$ cat src/rtl/acc_pkg.sv
// Shared types and image constants for the accelerator chain.
package acc_pkg;

    localparam int unsigned IMG_W_WORDS = 88;
    localparam int unsigned IMG_H       = 288;
    localparam int unsigned IMG_WORDS   = 25344;
    localparam int unsigned RESULT_BASE = 25344;

    typedef logic [31:0] word_t;
    typedef logic [15:0] halfword_t;

    typedef enum logic [1:0] {IDLE, RD, WR, DONE} thr_state_t;

endpackage

$ cat src/rtl/acc_thresh_if.sv
// Word-memory bus plus start/finish handshake shared by the accelerators.
interface acc_thresh_if;
    import acc_pkg::*;

    halfword_t addr;
    word_t     dataR;
    word_t     dataW;
    logic      en;
    logic      we;
    logic      start;
    logic      finish;

    // The accelerator masters the memory bus and reports finish to the sequencer.
    modport master (
        output addr, dataW, en, we, finish,
        input  dataR, start
    );

    modport slave (
        input  addr, dataW, en, we, finish,
        output dataR, start
    );

endinterface

$ cat src/rtl/acc_thresh_thresh4.sv
// Binarizes the four bytes of a word against a threshold and counts the marked bytes.
module thresh4
    import acc_pkg::*;
(
    input  word_t       din,
    input  logic [7:0]  thr,
    output word_t       bin,
    output logic [2:0]  cnt
);

    always_comb begin
        bin = '0;
        cnt = '0;
        for (int k = 0; k < 4; k++) begin
            if (din[8*k +: 8] >= thr) begin
                bin[8*k +: 8] = 8'hFF;
                cnt           = cnt + 3'd1;
            end
        end
    end

endmodule

$ cat src/rtl/acc_thresh.sv
// Threshold stage: read word, binarize, write back; 2 cycles per word.
// Edge counting is built only when ACC_THRESH_EDGE_COUNT_EN is defined.
module acc_thresh
    import acc_pkg::*;
#(
    parameter int unsigned IMG_WORDS = acc_pkg::IMG_WORDS,
    parameter int unsigned SRC_BASE  = acc_pkg::RESULT_BASE,
    parameter int unsigned DST_BASE  = acc_pkg::RESULT_BASE
) (
    input  logic          clk,
    input  logic          reset,
    acc_thresh_if.master  bus,
    input  logic [7:0]    threshold,
    output logic [16:0]   edge_count
);

    localparam halfword_t SrcBase = halfword_t'(SRC_BASE);
    localparam halfword_t DstBase = halfword_t'(DST_BASE);
    localparam halfword_t LastIdx = halfword_t'(IMG_WORDS - 1);

    thr_state_t state;
    halfword_t  idx;
    logic [7:0] thr_q;
    logic       finish_q;
    word_t      bin;
    logic [2:0] cnt;

    thresh4 u_thresh4 (
        .din (bus.dataR),
        .thr (thr_q),
        .bin (bin),
        .cnt (cnt)
    );

    always_ff @(posedge clk) begin
        if (reset) begin
            state    <= IDLE;
            idx      <= '0;
            thr_q    <= '0;
            finish_q <= 1'b0;
        end else begin
            case (state)
                IDLE: begin
                    if (bus.start) begin
                        thr_q <= threshold;
                        idx   <= '0;
                        state <= RD;
                    end
                end
                RD: state <= WR;
                WR: begin
                    if (idx == LastIdx) begin
                        state <= DONE;
                    end else begin
                        idx   <= idx + 16'd1;
                        state <= RD;
                    end
                end
                DONE: begin
                    // finish is raised one cycle after entering DONE and drops with the exit.
                    finish_q <= 1'b1;
                    if (finish_q && !bus.start) begin
                        finish_q <= 1'b0;
                        state    <= IDLE;
                    end
                end
                default: state <= IDLE;
            endcase
        end
    end

`ifdef ACC_THRESH_EDGE_COUNT_EN
    logic [16:0] count_q;

    always_ff @(posedge clk) begin
        if (reset) begin
            count_q <= '0;
        end else if (state == IDLE && bus.start) begin
            count_q <= '0;
        end else if (state == WR) begin
            count_q <= count_q + 17'(cnt);
        end
    end

    assign edge_count = count_q;
`else
    logic unused_cnt;
    assign unused_cnt = ^cnt;
    assign edge_count = '0;
`endif

    always_comb begin
        bus.en    = 1'b0;
        bus.we    = 1'b0;
        bus.addr  = '0;
        bus.dataW = '0;
        case (state)
            RD: begin
                bus.en   = 1'b1;
                bus.addr = SrcBase + idx;
            end
            WR: begin
                bus.en    = 1'b1;
                bus.we    = 1'b1;
                bus.addr  = DstBase + idx;
                bus.dataW = bin;
            end
            default: ;
        endcase
    end

    assign bus.finish = finish_q;

endmodule

$ cat src/flat_wrapper.sv
// flat-port wrapper written by rule: the top's interface ports become plain ports
module acc_thresh_flat import acc_pkg::*;
#(
    parameter int unsigned IMG_WORDS = acc_pkg::IMG_WORDS,
    parameter int unsigned SRC_BASE  = acc_pkg::RESULT_BASE,
    parameter int unsigned DST_BASE  = acc_pkg::RESULT_BASE
)
  (clk, reset, threshold, edge_count, bus_addr, bus_dataW, bus_en, bus_we, bus_finish, bus_dataR, bus_start);
  acc_thresh_if bus_i ();
  input  logic clk;
  input  logic reset;
  input  logic [7:0] threshold;
  output logic [16:0] edge_count;
  output wire logic [$bits(bus_i.addr)-1:0] bus_addr;
  output wire logic [$bits(bus_i.dataW)-1:0] bus_dataW;
  output wire logic [$bits(bus_i.en)-1:0] bus_en;
  output wire logic [$bits(bus_i.we)-1:0] bus_we;
  output wire logic [$bits(bus_i.finish)-1:0] bus_finish;
  input wire logic [$bits(bus_i.dataR)-1:0] bus_dataR;
  input wire logic [$bits(bus_i.start)-1:0] bus_start;
  assign bus_addr = bus_i.addr;
  assign bus_dataW = bus_i.dataW;
  assign bus_en = bus_i.en;
  assign bus_we = bus_i.we;
  assign bus_finish = bus_i.finish;
  assign bus_i.dataR = bus_dataR;
  assign bus_i.start = bus_start;
  acc_thresh #(.IMG_WORDS(IMG_WORDS), .SRC_BASE(SRC_BASE), .DST_BASE(DST_BASE)) u_core (.clk(clk), .reset(reset), .bus(bus_i), .threshold(threshold), .edge_count(edge_count));
endmodule
$ cat config.mk
export PLATFORM = sky130hd
export DESIGN_NAME = acc_thresh_flat
export DESIGN_NICKNAME = d
export VERILOG_FILES = /design/src/rtl/acc_pkg.sv /design/src/rtl/acc_thresh_if.sv /design/src/rtl/acc_thresh_thresh4.sv /design/src/rtl/acc_thresh.sv /design/src/flat_wrapper.sv
export SDC_FILE = /design/constraint.sdc
export NUM_CORES = 1
export LEC_CHECK = 0
export ABC_CLOCK_PERIOD_IN_PS = 2650
export CAP_MARGIN = 0
export CORE_UTILIZATION = 40
export DETAILED_ROUTE_END_ITERATION = 7
export PLACE_DENSITY = 0.83
export SLEW_MARGIN = 20
export SYNTH_ARGS = -nofsm -noshare
export SYNTH_HDL_FRONTEND = slang
export SYNTH_HIERARCHICAL = 1
export SYNTH_SLANG_ARGS = --single-unit
$ cat constraint.sdc
create_clock -name clk -period 2.65 [get_ports clk]
set_clock_uncertainty 0.2 [all_clocks]
set_input_delay 0.265 -clock clk [delete_from_list [all_inputs] [get_ports clk]]
set_output_delay 0.265 -clock clk [all_outputs]
set_load 0.02 [all_outputs]
==> results.sh <==
export IMPL_run_status="finished, final reports clean"
export IMPL_slew_headroom=0.660
export IMPL_seqPwrFrac=0.282
export IMPL_ctsHoldBuffers=0
export IMPL_rows=31
export IMPL_final_cell_mix="clkdlybuf4s50_1 (58), and2_1 (38), ha_1 (36)"
export IMPL_numCtsBuffers=3
export IMPL_grt_start_max_net_pins=29
export IMPL_clkSlewWorstSetupHoldPaths_ns=0.09
export IMPL_r2r_end="u_core/idx[9]"
export IMPL_p_int_mw=0.941
export IMPL_path_max_fanout=6
export IMPL_required_ns=2.18
export IMPL_vias_per_cell=5.25
export IMPL_first_pass_iters=4
export IMPL_worstMarginPinSlew_ns=0.508
export IMPL_h_tree_depth=1
export IMPL_switching_share=0.406
export IMPL_reg2reg_from="u_core/idx[0]"
export IMPL_crit_type="in -> out"
export IMPL_drtIter0Drc=153
export IMPL_place_inst=545
export IMPL_final_common_cell="clkdlybuf4s50_1"
export IMPL_combPwrFrac=0.571
export IMPL_wirelength_mm=7.82
export IMPL_nets=534
export IMPL_power_switching_mw=0.643
export IMPL_finalPower_mw=1.58
export IMPL_yosys_warnings=6
export IMPL_fin_crit_ns=2.59
export IMPL_num_vias=2886
export IMPL_syn_inst=385
export IMPL_drive_above_1_share=0.204
export IMPL_cts_sinks=27
export IMPL_fmax_ghz=0.386
export IMPL_fillers=692
export IMPL_track_usage=0.195
export IMPL_critPathLaunchType="input port"
export IMPL_regToRegSetupSlack_ns=0.26
export IMPL_end_kind="primary output"
export IMPL_grt_pass1_wl_mm=12.4
export IMPL_fin_cells=550
export IMPL_clk_latency_ns=0.27
export IMPL_total_leakage_power_nw=1.67
export IMPL_antenna_found_initial=0
export IMPL_hold_depth=2
export IMPL_setup_viol=0
export IMPL_fin_crit_sh=0.978
export IMPL_grt_pass1_vias=2759
export IMPL_worstHoldPathType="reg -> reg"
export IMPL_gp_congestion=0.894
export IMPL_detail_route_antenna_nets=0
export IMPL_hpwl_mm=6.03
export IMPL_core_area_sq_um=7290
export IMPL_maxCapViolations=0
export IMPL_clock_path_buffers=2
export IMPL_io_pins=111
export IMPL_cts_root_buffer="clkbuf_8"
export IMPL_clockPowerShare=0.147
export IMPL_reg2regPathDepth=5
export IMPL_cts_tree="done"
export IMPL_wl_per_cell_microns=14.2
export IMPL_syn_area_sq_um=3050
export IMPL_max_vdd_ir_drop_uv=222
export IMPL_antenna_cells=0
export IMPL_holdPathEnd="u_core/thr_q[3]"
export IMPL_port_buffers=93
export IMPL_synth_area_per_cell_sq_um=7.92
export IMPL_slew_violations=0
export IMPL_overflow=0
export IMPL_die_w_microns=89.3
export IMPL_worstHoldStart="u_core/thr_q[3]"
export IMPL_initial_core_util=0.418
export IMPL_cp_arrival_ns=2.13
export IMPL_dieArea_sq_um=7980
export IMPL_syn_to_final_growth_pct=28.3
export IMPL_grt_setup_unrepaired="true"
export IMPL_finalHoldViolCount=0
export IMPL_p_per_area_nw_per_um2=405
export IMPL_drc=0
export IMPL_fp_dieH_microns=89.3
## timing repair
action,4_1_cts,5_1_grt
cloned,0,0
gates resized for setup,121,45
pin swaps,13,5
buffers inserted,0,1
endpoints found under the setup margin,33,47
## registers in the layout, indices dropped and copies added (netlist names)
name,cells
u_core/bus.finish,1
u_core/idx,16
u_core/state,2
u_core/thr_q,8
## area by class of cell
type / instances / area (sq um) / share of cell area
Multi-Input combinational cell: 285 / 2140 / 0.548
Timing Repair Buffer: 110 / 953 / 0.244
Sequential cell: 27 / 549 / 0.140
Tap cell: 99 / 124 / 0.0317
Inverter: 25 / 93.8 / 0.0240
Clock buffer: 3 / 41.3 / 0.0106
Clock inverter: 1 / 5.00 / 0.00128
## how the worst max path moves through the flow
stage	start	to	slack, ns
floorplan	u_core/thr_q[0]	bus_dataW[10]	0.30
global placement	bus_dataR[8]	bus_dataW[15]	-0.49
detailed placement	bus_dataR[0]	bus_dataW[3]	-0.56
CTS	u_core/thr_q[1]	bus_dataW[14]	0.0006
global route	u_core/thr_q[0]	bus_dataW[12]	-0.003
finish	bus_dataR[0]	bus_dataW[2]	0.06
## routing by layer
layer | GRT usage | share of wire | routed length [microns]
met5 | 0 | 0 | 0
met4 | 0.0548 | 0.0086 | 67
met3 | 0.0203 | 0.047 | 370
met2 | 0.368 | 0.50 | 3930
met1 | 0.233 | 0.44 | 3450
## power by group through the flow
stage	logic, mW	registers (mW)	clock network (mW)
after floorplan	0.643	0.451	0
final	0.905	0.446	0.233
after global routing	0.994	0.451	0.260
after CTS	0.902	0.445	0.243
after global placement	0.851	0.452	0
after detailed placement	0.885	0.453	0
## critical path, stage by stage
cell and delay [ns]:
clkdlybuf4s50_1 0.45, inv_1 0.04, ha_1 0.29, nand2b_4 0.15
a2111oi_4 0.33, o31ai_4 0.13, and2_1 0.18, clkdlybuf4s15_1 0.29
## through the flow
| stage | setup WS, ns | hold slack (ns) | TNS (ns) | cell area (sq um) | utilization |
|---|---|---|---|---|---|
| after floorplan | 0.301 | 0.212 | 0 | 3110 | - |
| after global placement | -0.493 | 0.244 | -11.53 | 3860 | 0.529 |
| after detailed placement | -0.564 | 0.253 | -12.45 | 3860 | 0.529 |
| after CTS | 0.000588 | 0.266 | 0 | 3980 | 0.546 |
| after global routing | -0.00291 | 0.280 | -0.00739 | 3910 | 0.536 |
| final | 0.0577 | 0.261 | 0 | 3910 | 0.536 |
Note: power is estimated with default switching activity, not from simulation.
